`src/rtl/store_commit_sequencer.sv`:
```
// Store commit sequencer: drains committed stores from the store-queue head into the
// single DCache write port and frees each head entry once its write has completed.
module store_commit_sequencer #(
    parameter int SQ_INDEX_WIDTH   = 4,
    parameter int COMMIT_NUM_WIDTH = 2,
    parameter int ADDR_WIDTH       = 32,
    parameter int BLOCK_WIDTH      = 64,
    parameter int RETRY_DELAY      = 4
) (
    input  logic                        clk,
    input  logic                        rst,
    input  logic                        commitStore,
    input  logic [COMMIT_NUM_WIDTH-1:0] commitStoreNum,
    input  logic                        storeQueueEmpty,
    input  logic [SQ_INDEX_WIDTH-1:0]   storeQueueHeadPtr,
    input  logic                        retiredStoreCondEnabled,
    input  logic [ADDR_WIDTH-1:0]       retiredStoreAddr,
    input  logic [BLOCK_WIDTH-1:0]      retiredStoreData,
    input  logic [BLOCK_WIDTH/8-1:0]    retiredStoreByteWE,
    input  logic                        retiredStoreUncachable,
    input  logic                        dcWriteBusy,
    input  logic                        dcWriteReqAck,
    input  logic                        dcWriteHit,
    output logic [SQ_INDEX_WIDTH-1:0]   retiredStoreQueuePtr,
    output logic                        dcWriteReq,
    output logic [ADDR_WIDTH-1:0]       dcWriteAddr,
    output logic [BLOCK_WIDTH-1:0]      dcWriteData,
    output logic [BLOCK_WIDTH/8-1:0]    dcWriteByteWE,
    output logic                        dcWriteUncachable,
    output logic                        releaseStoreQueueHead,
    output logic [COMMIT_NUM_WIDTH-1:0] releaseStoreQueueHeadEntryNum,
    output logic                        busyInRecovery
);

    localparam int PEND_W = SQ_INDEX_WIDTH + 1;
    localparam int CNT_W  = (RETRY_DELAY > 1) ? $clog2(RETRY_DELAY) : 1;

    typedef enum logic [1:0] {
        IDLE       = 2'd0,
        REQ        = 2'd1,
        RETRY_WAIT = 2'd2,
        RELEASE    = 2'd3
    } state_t;

    state_t              state;
    logic [PEND_W-1:0]   pending;
    logic [PEND_W:0]     commit_add;
    logic [PEND_W:0]     pending_wide;
    logic [PEND_W-1:0]   pending_next;
    logic [CNT_W-1:0]    retry_cnt;

    // One extra bit so that overflow and underflow stay visible to the assertion.
    always_comb begin
        commit_add   = commitStore ? (PEND_W+1)'(commitStoreNum) : '0;
        pending_wide = {1'b0, pending} + commit_add - (PEND_W+1)'(releaseStoreQueueHead);
        pending_next = pending_wide[PEND_W-1:0];
    end

    assign retiredStoreQueuePtr          = storeQueueHeadPtr;
    assign releaseStoreQueueHeadEntryNum = COMMIT_NUM_WIDTH'(releaseStoreQueueHead);
    assign busyInRecovery                = (pending != '0) || (state != IDLE);

    always_ff @(posedge clk or negedge rst) begin
        if (!rst) begin
            state                 <= IDLE;
            pending               <= '0;
            retry_cnt             <= '0;
            dcWriteReq            <= 1'b0;
            dcWriteAddr           <= '0;
            dcWriteData           <= '0;
            dcWriteByteWE         <= '0;
            dcWriteUncachable     <= 1'b0;
            releaseStoreQueueHead <= 1'b0;
        end else begin
            pending               <= pending_next;
            releaseStoreQueueHead <= 1'b0;
            case (state)
                IDLE: begin
                    if (pending != '0 && !storeQueueEmpty) begin
                        if (!retiredStoreCondEnabled) begin
                            // Squashed conditional store: free the entry without a write.
                            state                 <= RELEASE;
                            releaseStoreQueueHead <= 1'b1;
                        end else begin
                            state             <= REQ;
                            dcWriteReq        <= 1'b1;
                            dcWriteAddr       <= retiredStoreAddr;
                            dcWriteData       <= retiredStoreData;
                            dcWriteByteWE     <= retiredStoreByteWE;
                            dcWriteUncachable <= retiredStoreUncachable;
                        end
                    end
                end
                REQ: begin
                    if (!dcWriteBusy && dcWriteReqAck) begin
                        dcWriteReq <= 1'b0;
                        if (dcWriteHit || dcWriteUncachable) begin
                            state                 <= RELEASE;
                            releaseStoreQueueHead <= 1'b1;
                        end else begin
                            state     <= RETRY_WAIT;
                            retry_cnt <= CNT_W'(RETRY_DELAY - 1);
                        end
                    end
                end
                RETRY_WAIT: begin
                    if (retry_cnt == '0) begin
                        state      <= REQ;
                        dcWriteReq <= 1'b1;
                    end else begin
                        retry_cnt <= retry_cnt - 1'b1;
                    end
                end
                RELEASE: begin
                    state <= IDLE;
                end
                default: begin
                    state <= IDLE;
                end
            endcase
        end
    end

    pending_in_range: assert property (@(posedge clk) disable iff (!rst)
        pending_wide <= (PEND_W+1)'(2 ** SQ_INDEX_WIDTH));

    pending_has_entries: assert property (@(posedge clk) disable iff (!rst)
        (state == IDLE && pending != '0) |-> !storeQueueEmpty);

endmodule

```
`config.mk`:
```
export PLATFORM = sky130hd
export DESIGN_NAME = store_commit_sequencer
export DESIGN_NICKNAME = d
export VERILOG_FILES = /design/src/rtl/store_commit_sequencer.sv
export SDC_FILE = /design/constraint.sdc
export NUM_CORES = 1
export LEC_CHECK = 0
export ABC_AREA = 1
export BUFFER_PORTS_ARGS = -buffer_cell sky130_fd_sc_hd__buf_2
export CORE_UTILIZATION = 48
export DETAILED_ROUTE_END_ITERATION = 12
export PLACE_DENSITY = 0.79
export SYNTH_ARGS = -nofsm -noshare
export SYNTH_HDL_FRONTEND = slang
export SYNTH_SLANG_ARGS = --single-unit
```
`constraint.sdc`:
```
create_clock -name clk -period 2.45 [get_ports clk]
set_clock_uncertainty 0.1 [all_clocks]
set_input_delay 0.1225 -clock clk [delete_from_list [all_inputs] [get_ports clk]]
set_output_delay 0.1225 -clock clk [all_outputs]
set_load 0.05 [all_outputs]
```
* Word level (Yosys, flattened, before mapping)
Index checks and enable logic that the tools add are counted.
** Operators by class
- Add/sub/neg operators :: 3
- $mul :: 0
- Divide/modulo/power cells :: 0
- $lt $le $gt $ge :: 0
- Equality and inequality tests :: 9
- Shifts and indexed selects :: 0
- Mux-type cells :: 21
- Bitwise logic cells :: 0
- Reduce and logical (&&, ||, !) cells :: 16
** Operators by type and width (number)
- $mux 2 :: 8
- $ne 2x2->1 const B :: 6
- $mux 1 :: 9
- $pmux 2 s4 :: 1
- $reduce_and 3->1 :: 2
- $add 5x2->5 :: 1
- $reduce_and 5->1 :: 1
- $reduce_bool 5->1 :: 1
- $sub 5x1->5 :: 1
- $eq 2x2->1 const B :: 2
- $logic_not 2->1 :: 2
- $pmux 2 s2 :: 1
- $reduce_and 4->1 :: 1
- $reduce_bool 2->1 :: 2
- $pmux 1 s3 :: 1
- $reduce_bool 3->1 :: 1
- $eq 2x1->1 const B :: 1
- $logic_and 1x1->1 :: 2
- $logic_not 1->1 :: 2
- $logic_or 1x1->1 :: 2
- $pmux 1 s2 :: 1
- $sub 2x1->2 const B :: 1
** Storage, ports and cells
- Register bits :: 116
- Bits in latches :: 0
- Bits in writable memories :: 0
- ROM bits :: 0
- Input port bits :: 119
- Output and inout port bits :: 114
- Logic and storage cells :: 58
- Memories :: 0

* Logic depth before layout (Yosys ltp)
Gate-level depths: netlist (run 1).
- Depth in word-level cells :: 4
- Depth in mapped cells :: 10
- Gate-level depth less buffers :: 10

* Worst setup path after synthesis (run 1)
OpenSTA, ideal clock, no wires.
- Path type :: reg2reg
- Start :: register releaseStoreQueueHead
- End :: register pending[4]
- Library setup time :: 128 ps
- Arrival time :: 1932 ps
- Data required time :: 2222 ps
- Slack :: 291 ps
- Cell stages (with the launch flop) :: 9
- Buffers on the path :: 0
- Clock period less this slack :: 2159 ps
- Cell sequence :: dfrtp_1 > ha_1 > inv_1 > ha_1 > inv_1 > fa_1 > o21ai_0 > a21oi_1 > xor2_1
** On the way
- Cells in the longest elaborated chain, start to end :: 1
** Ends and longest elaborated chain
- start, declared :: line 30 : output logic releaseStoreQueueHead,
- start signal, assigned :: line 73 : releaseStoreQueueHead <= 1'b0;
- start signal, assigned :: line 76 : releaseStoreQueueHead <= 1'b0;
- start signal, assigned :: line 83 : releaseStoreQueueHead <= 1'b1;
- $sub 5x1->5 :: line 55 : pending_wide = {1'b0, pending} + commit_add - (PEND_W+1)'(releaseStoreQueueHead);
- via pending_wide[4] :: line 48 : logic [PEND_W:0] pending_wide;
- end signal, assigned :: line 75 : pending <= pending_next;
- end, declared :: line 46 : logic [PEND_W-1:0] pending;
The timed path passes the listed nets, and every way through them passes these cells.
A chain may end at the register's enable or synchronous reset.

* Final worst setup path (run 1)
- Start :: input port dcWriteBusy
- End :: register state[1]
** On the way
- Cells in the longest elaborated chain, start to end :: 4
** Ends and longest elaborated chain
- start, declared :: line 21 : input logic dcWriteBusy,
- $logic_not 1->1 :: line 95 : if (!dcWriteBusy && dcWriteReqAck) begin
- $logic_and 1x1->1 :: line 95
- $ne 2x2->1 (no source line)
- $reduce_and 3->1 (no source line)
- end signal, assigned :: line 98 : state <= RELEASE;
- end signal, assigned :: line 101 : state <= RETRY_WAIT;
- end signal, assigned :: line 108 : state <= REQ;
- end, declared :: line 45 : state_t state;
No other way between the ends.

==> impl_results.md, run 1 <==
- Post_cts resized: 0
- Routed WL: around 15 mm
- DIE WIDTH: 107 µm
- Largest net degree at the start of global routing: 55
- P_leak: 4.63 nW
- Global-route wire length before repair: ~23 mm
- HP Class: in2async
- Area share of the largest cell type after synthesis: between 50% and 60%
- Worst setup SP type: input pin
- PortBufs: ~220
- HPWL after DPL: between 8 and 9 mm
- Synth unique cells: 23
- Sequential share of the synthesized area: between 50% and 60%
- Min Hold Slack: 0.0705 ns
- WP data arrival: 2.56 ns
- Path type of the worst setup path: in2reg
- CTS buffer count: 17
- DRT iter0 DRCs: between 200 and 250
- Global route overflow: 0
- Maximum fanout along the worst path: 3
- Power Dens Cells: about 1400 nW/µm²
- Wire length per cell: 14.0 µm
- CTS tree: built
- Buffer depth of the longest clock path: 2
- Postcts setup bufs: 0
- Pins Over Slew Limit: 0
- Area Overhead vs Synth: 53.2%
- #FFs+latches synth: roughly 120
- Core Util, Final: about three quarters
- Clk slew on worst S/H paths: around 0.060 ns
- Fin area: slightly above 8000 µm²
- First drt pass iteration count: 4
- Number of global-route vias before repair: between 5k and 6k
- Setup_tns: 0 ns
- Layout Nets: 1,013
- Rows: 38
- Die Footprint: about 12,000 µm²
- Clk Latency, worst-skew pair: 0.51 ns
- Sink Count: around 120
- RSZ-0062 raised after global routing: false
- CP Capture Type: flip-flop
- DR DRC count: 0
- Syn Nets: roughly 670
- Initial antenna violation count: 0
- Fin crit share: around nine tenths
- Clock Tree Root: clkbuf_8
- Ant diodes: 0
- Outcome: completed
- CTS H-tree lvls: 4
- YS warnings: 0
- Vias per inst: 4.64
- Share of layout cells above drive strength 1: 40.5%
- Area after DPL: 6520 µm²
- Syn Std Cell Area: about 5300 µm²
- Initial Util: roughly 49%
- Synth area leaders: dfrtp_1 (54%), o21ai_2 (16%), inv_1 (8.9%)
- Cell taking the most area after synthesis: dfrtp_1
- Routed Antenna Nets: 0
- Final hold vios: 0
- Worst-Margin Slew: between 0.6 and 0.7 ns
- Final setup viols: 0
- Syn_area_per_cell: 9.83 µm²
- Max-Cap Viols: 0
- Max-slew headroom: roughly 58%
- Total core area: ~11,000 µm²
- PnR worst setup slack: about 0.24 ns
- Die height: 107 µm
- RD Place Congestion: approximately 0.76
- CP required: approximately 2.8 ns
- Vias: between 4k and 5k
- # IOs: roughly 230
- Post-Synthesis Cells: 543
- FMAX: 452 MHz
- Peak supply drop: around 0.0011 V
- Pre-CTS setup slack: 0.398 ns
- Overall Global Routing Usage: a little over a quarter
- Minimum clock period: 2.21 ns
## cells by family after synthesis
| kind of cell | share of synthesized area (%) |
|---|---|
| adder cells (fa/ha/maj) | 2.25 |
| XOR/XNOR | 0.657 |
| buffers and inverters | 14.7 |
| other | 0.0703 |
| AO/OA/AOI/OAI | 17.5 |
| flip-flops | 54.4 |
| AND/OR/NAND/NOR | 10.4 |
## per-stage QoR
| step | cells | power [mW] |
|---|---|---|
| floorplan | 543 | 7.98 |
| finish | 1036 | 11.8 |
| CTS | 1036 | 11.7 |
| global route | 1036 | 12.4 |
| detailed placement | 892 | 9.30 |
| global placement | 892 | 9.13 |
## critical path: stages
cell and delay [ns]:
dlygate4sd3_1 0.53, buf_2 0.12, nor2_1 0.10, dlygate4sd3_1 0.59, nor2_1 0.07, nor2_1 0.19
nand2_1 0.12, o21ai_0 0.16, dlygate4sd3_1 0.56
## Yosys cell counts
| master | number |
|---|---|
| ha_1 | 8 |
| clkbuf_1 | 1 |
| inv_2 | 3 |
| conb_1 | 1 |
| buf_4 | 6 |
| nand4_1 | 1 |
| buf_8 | 1 |
| a21oi_1 | 2 |
| o21ai_0 | 8 |
| nand2_1 | 120 |
| nand3_1 | 4 |
| o21ai_1 | 10 |
| nor2_1 | 12 |
| dfrtp_1 | 116 |
| nand4_4 | 1 |
| o21ai_2 | 95 |
| nand2_2 | 1 |
| xnor2_1 | 1 |
| nand3b_1 | 1 |
| buf_6 | 21 |
| xor2_1 | 3 |
| fa_1 | 1 |
| inv_1 | 126 |
## repair_timing
item,CTS,global route
hold buffers,114,0
hold endpoints to repair,157,0
setup endpoints to repair,0,0
## routing by layer
metal	part of all wire [%]	GRT usage [%]
met2	53	47.7
met4	2.8	11.7
met1	38	28.2
met3	5.9	7.87
met5	0	0
## cell usage in the layout (no fill, tap or decap), drive strengths merged
| master | netlist | final |
|---|---|---|
| buf | 28 | 238 |
| inv | 129 | 129 |
| nand2 | 121 | 121 |
| dfrtp | 116 | 116 |
| dlygate4sd3 | 0 | 114 |
| o21ai | 113 | 113 |
| clkbuf | 1 | 24 |
| nor2 | 12 | 12 |
| ha | 8 | 8 |
| clkinv | 0 | 5 |
| nand3 | 4 | 4 |
| xor2 | 3 | 3 |
| a21oi | 2 | 2 |
| nand4 | 2 | 2 |
| xnor2 | 1 | 1 |
| nand3b | 1 | 1 |
| fa | 1 | 1 |
| conb | 1 | 1 |
| bufinv | 0 | 1 |
## worst paths after layout
| path | startpoint | endpoint | slack, ns | cells past startpoint |
|---|---|---|---|---|
| setup / recovery | dcWriteBusy | state[1] | 0.24 | 9 |
| setup reg to reg | pending[3] | dcWriteData[41] | 0.41 | 9 |
| min in group clk | commitStoreNum[1] | pending[1] | 0.09 | 5 |
| hold / removal | rst | dcWriteAddr[12] | 0.07 | 2 |
| hold reg to reg | dcWriteAddr[12] | dcWriteAddr[12] | 0.38 | 2 |
| max in group asynchronous | rst | dcWriteData[58] | 1.44 | 3 |
## area by class of cell
cell class,count,area (µm²)
clock buffers,24,460
clock inverters,6,55.1
fillers,708,2670
inverters,129,484
multi-input cells,269,1650
flip-flops and latches,116,2900
well taps,140,175
repair buffers,352,2450
## power by group
part | leakage [nW] | total (mW) | internal (mW) | switching, mW
Combinational | 2.93 | 6.28 | 1.67 | 4.61
Sequential | 1.44 | 3.33 | 2.82 | 0.513
Clock | 0.258 | 2.19 | 1.38 | 0.814
## sequential cells by signal (all words and copies together) (netlist names)
name and count:
dcWriteData 64, dcWriteAddr 32, dcWriteByteWE 8, pending 5
retry_cnt 2, state 2, dcWriteReq 1, dcWriteUncachable 1
releaseStoreQueueHead 1
Power figures use the tool's default switching activity.
==> inputs of run 2 (changes only) <==
Settings changed: ABC_AREA 1 to not set, CORE_UTILIZATION 48 to 46, PLACE_DENSITY 0.79 to 0.78.
==> run 2 against run 1 <==
Final area down 6.9%. Total power up 0.37%. First-iteration DRC count down 75%. Largest cell class unchanged. Via count down 21%. Cell count down 24%. Non-clock buffer count down 7. Synthesized area down 12%.
==> impl_results.md, run 2 <==
- Outcome: completed
- Die height: between 100 and 150 µm
- Clk slew on worst S/H paths: 0.06 ns
- Sw frac: about half
- CP required: roughly 2.2 ns
- Syn Std Cell Area: 4680 µm²
- Sink Count: roughly 120
- Syn_area_per_cell: approximately 16 µm²
- Layout Nets: 774
- Number of global-route vias before repair: 4,006
- Reg power frac: 29.1%
- FF-to-FF End: dcWriteData[36]
- Area of the multi-input gates: around 1600 µm²
- CTS H-tree lvls: 4
- Most common cell after layout, fill and taps aside: buf_2
- Max reg flops: 64
- Worst-Margin Slew: 0.644 ns
- Core Util, Final: slightly below 80%
- Pins Over Slew Limit: 0
- Register Area: between 2000 and 3000 µm²
- DRT iter0 DRCs: 52
- FMAX: ~440 MHz
- Final Total Pwr: roughly 12 mW
- Final setup viols: 0
- DR DRC count: 0
- Power Dens Cells: ~1600 nW/µm²
- Wire length per cell: about 17 µm
- Worst setup SP type: flip-flop
- Crit-path cells: inv_1, ha_1, or4b_4, nand2b_1, buf_2
- Path type of the worst setup path: reg2out
- HPWL after DPL: just under 8 mm
- Min Hold Slack: between 0.07 and 0.08 ns
- Final hold vios: 0
- Clock network fraction of total power: between 10% and 20%
- RSZ-0062 raised after global routing: false
- Largest net degree at the start of global routing: between 50 and 60
- Cell taking the most area after synthesis: dfrtp_1
- Async S/R FF share, synth: 100%
- Max-Cap Viols: 0
- WP data arrival: 2.05 ns
- Worst flop-to-flop path startpoint: pending[2]
- CP peak stage delay: ~0.50 ns
- #FFs+latches synth: 116
- HP Class: in2async
- PnR worst setup slack: roughly 0.17 ns
- Minimum clock period: around 2.3 ns
- Post-Synthesis Cells: between 300 and 400
- Leading registers by flop count: dcWriteData: 64 flops, dcWriteAddr: 32 flops, dcWriteByteWE: 8 flops
- Net Switching: about 5.8 mW
- Synth area leaders: dfrtp_1 (62%), mux2_2 (13%), mux2_1 (12%)
- Fin area: about 7600 µm²
- FILL cells: 605
- Pre-CTS setup slack: 0.171 ns
- Buffers plus inverters on the worst setup path: 2
- Most frequent cells in the layout: buf_2 (222), dfrtp_1 (116), dlygate4sd3_1 (115)
- CP Capture Type: output pin
- Vias per inst: ~4.8
- Area after DPL: approximately 5900 µm²
- Max-slew headroom: 57.0%
- Share of layout cells above drive strength 1: between 40% and 50%
- Synth unique cells: 31
- YS warnings: 0
- Buffer depth of the longest clock path: 2
- Overall Global Routing Usage: 25.2%
- Count leader, synth: dfrtp_1
- Comb pwr share: 51.6%
- Routed Antenna Nets: 0
- Die Footprint: around 11,000 µm²
- First drt pass iteration count: 4
- Initial Util: 47.6%
- Peak supply drop: 0.000977 V
- P_leak: between 3 and 4 nW
- Area Overhead vs Synth: 62.7%
- Total core area: approximately 9800 µm²
- CTS tree: built
- Critical-path cell with the highest stage delay: or4b_4
- Placed insts: 645
- R2r worst-path depth: 6
- Crit path max-delay family: simple AND/OR/NAND/NOR gates
- Top cells by count, synth: dfrtp_1 (116), mux2_2 (55), mux2_1 (50)
- Maximum fanout along the worst path: 5
- Internal power: between 6 and 7 mW
- Global-route wire length before repair: roughly 20 mm
- Main flop type after synthesis: dfrtp_1
- Syn Nets: roughly 430
- Sequential share of the synthesized area: between 60% and 70%
- RD Place Congestion: around 0.8
- DIE WIDTH: approximately 100 µm
- Global route overflow: 0
- R2R setup slack: about 0.24 ns
- Clock Tree Root: clkbuf_8
- Area share of the largest cell type after synthesis: 62.1%
- # IOs: about 230
- PortBufs: between 200 and 250
- Setup_tns: 0 ns
- Reg with most FFs: dcWriteData
- Clk Latency, worst-skew pair: approximately 0.5 ns
- Layout Cells excl Fill: 792
- Vias: between 3k and 4k
- Routed WL: about 13 mm
- Fin crit share: 92.9%
- CTS buffer count: 17
- Rows: 36
- Initial antenna violation count: 0
- EDFF count, synth: 0
- Postcts setup bufs: 0
## run 2: changes by cell type after synthesis, sizes merged, moves of 2 or more
cell | before | now
nand2 | 121 | 4
inv | 129 | 13
o21ai | 113 | 1
mux2 | 0 | 105
buf | 28 | 18
nor2 | 12 | 3
a21oi | 2 | 7
nand3 | 4 | 0
nand2b | 0 | 3
nor3 | 0 | 3
a211oi | 0 | 2
nor2b | 0 | 2
## run 2: power by group through the flow
| stage | Clock, mW | Combinational, mW | Sequential [mW] |
|---|---|---|---|
| 4_1_cts | 2.32 | 6.06 | 3.41 |
| 3_5_place_dp | 0 | 5.89 | 3.43 |
| 2_1_floorplan | 0 | 1.38 | 6.53 |
| 5_1_grt | 2.41 | 6.40 | 3.56 |
| 6_report | 2.29 | 6.11 | 3.45 |
| 3_3_place_gp | 0 | 5.78 | 3.37 |
## run 2: final cells by class
type,instances,area share [%]
Antenna cell,1,0.0329
Clock buffer,21,5.77
Clock inverter,10,1.43
Inverter,13,0.642
Multi-Input combinational cell,153,20.6
Sequential cell,116,38.2
Tap cell,133,2.19
Timing Repair Buffer,345,31.2
## run 2: worst max-delay path by stage
stage,startpoint,end,cells after the start
2_1_floorplan,releaseStoreQueueHead,pending[4],8
3_3_place_gp,pending[3],dcWriteData[54],6
3_5_place_dp,pending[2],dcWriteAddr[24],6
4_1_cts,pending[2],busyInRecovery,5
5_1_grt,pending[2],busyInRecovery,5
6_report,pending[2],busyInRecovery,5
## run 2: repair_timing
item / 4_1_cts / 5_1_grt
endpoints found under the hold margin: 157 / 0
hold buffers: 115 / 0
endpoints found under the setup margin: 0 / 1
gates resized for setup: 0 / 1
## run 2: cell families after synthesis
family / Yosys count / synth area share (%)
other: 1 / 0.0802
muxes: 105 / 25.3
AOI/OAI and AO/OA: 14 / 1.98
and+or+nand+nor: 20 / 2.73
buffers and inverters: 32 / 4.52
DFF: 116 / 62.1
xor gates and xnor gates: 4 / 0.749
adders and majority gates: 9 / 2.57
## run 2: layer usage
layer	routed length [µm]	global-route usage [%]	vias up	part of all wire, %
met3	923	8.95	27	6.9
met4	250	10.4	0	1.9
met5	0	0	-	0
li1	-	-	1736	-
met1	4870	25.5	1857	37
met2	7260	47.0	165	55
